[src/rtl/key_debouncer_n.sv]
// key_debouncer_n: per-channel synchronise + debounce of button pins, with press/release, long-press and auto-repeat pulses.
module key_debouncer_n #(
    parameter int CHANNELS      = 4,
    parameter int ACTIVE_LOW    = 1,
    parameter int SYNC_STAGES   = 2,
    parameter int STABLE_CYCLES = 1000000,
    parameter int HOLD_CYCLES   = 50000000,
    parameter int REPEAT_CYCLES = 5000000
) (
    input  logic                clk,
    input  logic                reset,
    input  logic [CHANNELS-1:0] buttons_in,
    output logic [CHANNELS-1:0] pressed,
    output logic [CHANNELS-1:0] press_pulse,
    output logic [CHANNELS-1:0] release_pulse,
    output logic [CHANNELS-1:0] long_press_pulse,
    output logic [CHANNELS-1:0] repeat_pulse
);
    localparam int SW = $clog2(STABLE_CYCLES);
    localparam int HW = $clog2(HOLD_CYCLES + 1);
    localparam int RW = REPEAT_CYCLES > 1 ? $clog2(REPEAT_CYCLES) : 1;
    localparam logic IDLE = ACTIVE_LOW != 0;
    localparam logic [SW-1:0] STAB_MAX = SW'(STABLE_CYCLES - 1);
    localparam logic [HW-1:0] HOLD_MAX = HW'(HOLD_CYCLES);
    localparam logic [HW-1:0] HOLD_PRE = HW'(HOLD_CYCLES - 1);

    genvar c;
    for (c = 0; c < CHANNELS; c++) begin : g_ch
        logic [SYNC_STAGES-1:0] sync_q;
        logic [SW-1:0]          stab_q, stab_d;
        logic [HW-1:0]          hold_q, hold_d;
        logic                   pressed_q, pressed_d, press_q, press_d;
        logic                   rel_q, rel_d, long_q, long_d;
        logic                   raw, commit, held_long;

        assign raw       = sync_q[SYNC_STAGES-1] ^ IDLE;
        assign commit    = (raw != pressed_q) && (stab_q == STAB_MAX);
        assign held_long = pressed_q && !commit && (hold_q == HOLD_MAX);

        always_comb begin
            stab_d    = (raw == pressed_q || commit) ? '0 : stab_q + 1'b1;
            pressed_d = commit ? raw : pressed_q;
            press_d   = commit && raw;
            rel_d     = commit && !raw;
            hold_d    = (!pressed_q || commit) ? '0 : (hold_q == HOLD_MAX) ? hold_q : hold_q + 1'b1;
            long_d    = pressed_q && !commit && (hold_q == HOLD_PRE);
        end

        always_ff @(posedge clk) begin
            if (reset) begin
                sync_q    <= {SYNC_STAGES{IDLE}};
                stab_q    <= '0;
                hold_q    <= '0;
                pressed_q <= 1'b0;
                press_q   <= 1'b0;
                rel_q     <= 1'b0;
                long_q    <= 1'b0;
            end else begin
                sync_q    <= {sync_q[SYNC_STAGES-2:0], buttons_in[c]};
                stab_q    <= stab_d;
                hold_q    <= hold_d;
                pressed_q <= pressed_d;
                press_q   <= press_d;
                rel_q     <= rel_d;
                long_q    <= long_d;
            end
        end

        assign pressed[c]          = pressed_q;
        assign press_pulse[c]      = press_q;
        assign release_pulse[c]    = rel_q;
        assign long_press_pulse[c] = long_q;

        if (REPEAT_CYCLES > 0) begin : g_rep
            localparam logic [RW-1:0] REP_MAX = RW'(REPEAT_CYCLES - 1);
            logic [RW-1:0] rep_q, rep_d;
            logic          rep_pulse_q, rep_pulse_d;
            // Phase is anchored at the long-press edge (counter held at 0 until then), so the period never drifts.
            always_comb begin
                rep_d       = !held_long ? '0 : (rep_q == REP_MAX) ? '0 : rep_q + 1'b1;
                rep_pulse_d = held_long && (rep_q == REP_MAX);
            end
            always_ff @(posedge clk) begin
                if (reset) begin
                    rep_q       <= '0;
                    rep_pulse_q <= 1'b0;
                end else begin
                    rep_q       <= rep_d;
                    rep_pulse_q <= rep_pulse_d;
                end
            end
            assign repeat_pulse[c] = rep_pulse_q;
        end else begin : g_norep
            assign repeat_pulse[c] = 1'b0;
        end
    end
endmodule

[config.mk]
export PLATFORM = sky130hd
export DESIGN_NAME = key_debouncer_n
export DESIGN_NICKNAME = d
export VERILOG_FILES = /design/src/rtl/key_debouncer_n.sv
export SDC_FILE = /design/constraint.sdc
export NUM_CORES = 1
export LEC_CHECK = 0
export CORE_MARGIN = 2
export CORE_UTILIZATION = 40
export DETAILED_ROUTE_END_ITERATION = 8
export GPL_ROUTABILITY_DRIVEN = 0
export PLACE_DENSITY_LB_ADDON = 0.05
export SLEW_MARGIN = 0
export SYNTH_ARGS = -nofsm -noshare
export SYNTH_HDL_FRONTEND = slang
export SYNTH_SLANG_ARGS = --single-unit
[constraint.sdc]
create_clock -name clk -period 1.8 [get_ports clk]
set_input_delay 0.27 -clock clk [delete_from_list [all_inputs] [get_ports clk]]
set_output_delay 0.27 -clock clk [all_outputs]
set_load 0.01 [all_outputs]
==> impl_metrics.tcl <==
set metrics [dict create \
    rows 67 \
    setup_slack_ns -0.0601 \
    syn_nets 1550 \
    cts.sinks 304 \
    yosys.area_share.simple_pct 32.1 \
    cp.arrival_ns 2.25 \
    antennaDiodeCount 0 \
    synth_top_family_by_area "simple AND/OR/NAND/NOR gates" \
    initial_utilization_pct 40.3 \
    port-buffer-count 25 \
    overflow 0 \
    avgSynthCellArea_sq_um 8.81 \
    synth_adder_area_share_pct 1.49 \
    setup_viol 64 \
    dieArea_sq_mm 0.0351 \
    synth_area_leaders "dfxtp_1, xor2_1, nor2_1, xnor2_1, nand3_1" \
    failed_checks "setup timing" \
    via_count 11048 \
    layout.nets 1841 \
    dp_hpwl_microns 19400 \
    syn_to_final_growth_pct 37.8 \
    crit_fanout 5 \
    crit_required_ns 2.19 \
    finalCritPeriodShare_pct 103 \
    synth_xor_area_share_pct 16.1 \
    ys_seq_area_share_pct 45.2 \
    power_density_mw_per_mm2 785 \
    status "finished with violations" \
    finalPower_mw 14.6 \
    drive_gt1_share_pct 29.0 \
    antenna_found_initial 0 \
    clkSlewWorstSetupHoldPaths_ns 0.06 \
    final_cell_count_no_fill 2292 \
    drc_errors 0 \
    period_minus_slack_ns 1.86 \
    ys_ff_latch 304 \
    synth.most_common_cell "nor2_1" \
    worst_slew_pin_slew_ns 0.546 \
    first_iter_violations 302 \
    final.setup_skew_ns 0.0164 \
    fill_cells 3175 \
    synth-compound-area-share_pct 1.28 \
    grt_setup_unrepaired "yes" \
    synth_area_leader_cell "dfxtp_1" \
    core_sq_mm 0.0334 \
    syn-instance-count 1528 \
    p_leak_nw 6.55 \
    viasPerCell 4.82 \
    grt_usage_pct 16.3 \
    synth_warnings 0 \
    tns_ns -1.53 \
    cts_tree "done" \
    ant_nets 0 \
    drt_wl_total_microns 29500 \
    max_freq_mhz 538 \
    cts_buffers 37 \
    cp-end-kind "register" \
    min-delay-path-class "in2reg" \
    cts_buffer_depth 3 \
    synthMuxAreaShare_pct 0.372 \
    critPathKind "reg2reg" \
    synth_cell_types 55 \
    ir_worst_vdd_mv 0.767 \
    hold_buffers 0 \
    maxSlewHeadroom_pct 63.3 \
    drt-wirelength-per-cell_microns 12.9 \
    dp_cells 2193 \
    synth_edf_count 0 \
    grt_pass1_vias 10806 \
    maxSlewViolCount 0 \
    clock_latency_ns 0.51 \
    async_reset_ff_share_pct 0 \
    whs_ns 0.331 \
    die-height_microns 187 \
    htreeDepth 2 \
    drv_cap 0 \
    grt_max_degree 28 \
    die_w_microns 187 \
    grt_pass1_wl_microns 49200 \
    yosys-top-cells-count "nor2_1, dfxtp_1, xor2_1, nand3_1, xnor2_1" \
    cts_root_buf "clkbuf_16" \
    ys.flop_type "dfxtp_1" \
    drtPass1Iterations 4 \
    yosys.area.top_type_share_pct 45.2 \
    ios 26 \
    netlist_area_sq_mm 0.0135 \
    finalHoldViolCount 0 \
    startpoint_type "register" \
]
cell families after synthesis:
group	Yosys count
AND/OR/NAND/NOR	839
flip-flops	304
XOR/XNOR	248
buffers and inverters	86
AO/OA/AOI/OAI	30
adder cells (fa/ha/maj)	16
multiplexers	5
registers in the layout, indices dropped and copies added, names as in the netlist:
| signal | cells |
|---|---|
| g_ch.hold_q | 104 |
| g_ch.g_rep.rep_q | 92 |
| g_ch.stab_q | 80 |
| g_ch.sync_q | 8 |
| g_ch.g_rep.rep_pulse_q | 4 |
| g_ch.long_q | 4 |
| g_ch.press_q | 4 |
| g_ch.pressed_q | 4 |
| g_ch.rel_q | 4 |
cells in the final DEF (no fill, tap or decap), drive strengths merged, types with 16 or more instances in the layout:
cell,n
nor2,312
dfxtp,304
buf,274
xor2,152
nand3,118
xnor2,96
nand2,86
nand4,74
clkbuf,57
nor3,53
and3,38
nor4,36
inv,29
clkdlybuf4s50,22
and4,21
nor4b,19
ha,16
per-stage QoR:
step                      util, %  instance area, sq um  setup WS, ns
final                        55.6                 18500       -0.0601
after global routing         55.6                 18500        -0.152
after CTS                    52.4                 17500       -0.0242
after detailed placement     47.7                 15900        -0.406
after global placement       47.7                 15900        -0.363
after floorplan                 -                 13500       -0.0856
what timing repair did:
item | 4_1_cts | 5_1_grt
setup buffers | 5 | 21
setup endpoints to repair | 265 | 251
gates cloned | 2 | 12
pin swaps | 26 | 71
gates resized for setup | 52 | 188
worst paths after layout:
check | end | cells after the start | slack (ns) | from
hold / removal | g_ch[3].sync_q[0]$_SDFF_PP1_ | 2 | 0.33 | buttons_in[3]
setup reg to reg | g_ch[2].stab_q[14]$_SDFF_PP0_ | 8 | -0.06 | g_ch[2].stab_q[16]$_SDFF_PP0_
setup / recovery | g_ch[2].stab_q[14]$_SDFF_PP0_ | 8 | -0.06 | g_ch[2].stab_q[16]$_SDFF_PP0_
hold reg to reg | g_ch[1].sync_q[1]$_SDFF_PP1_ | 1 | 0.41 | g_ch[1].sync_q[0]$_SDFF_PP1_
report_power, final:
group / switching (mW) / internal, mW
clock network: 2.80 / 4.92
logic: 0.0423 / 0.0496
registers: 0.00797 / 6.74
total: 2.85 / 11.7
cell type report:
| class | count | area (sq um) | share of cell area, % |
|---|---|---|---|
| well taps | 448 | 561 | 3.02 |
| inverters | 29 | 111 | 0.600 |
| clock inverters | 13 | 194 | 1.05 |
| flip-flops and latches | 304 | 6120 | 33.0 |
| repair buffers | 305 | 2690 | 14.5 |
| clock buffers | 51 | 1090 | 5.87 |
| multi-input cells | 1142 | 7780 | 42.0 |
critical path: stages (launching register included):
cell	delay, ns
dfxtp_2	0.34
nand3_2	0.08
or4b_4	0.51
buf_6	0.14
nor4_4	0.12
buf_4	0.16
or3_4	0.18
clkbuf_16	0.18
nor2_4	0.03
per-layer routing:
layer	vias up	share of wire (%)	track usage, %
li1	5814	-	-
met1	5110	50	21.7
met2	83	45	26.9
met3	41	2.7	3.06
met4	0	1.7	4.63
met5	-	0	0
No activity file was read; power rests on OpenSTA's default activity.
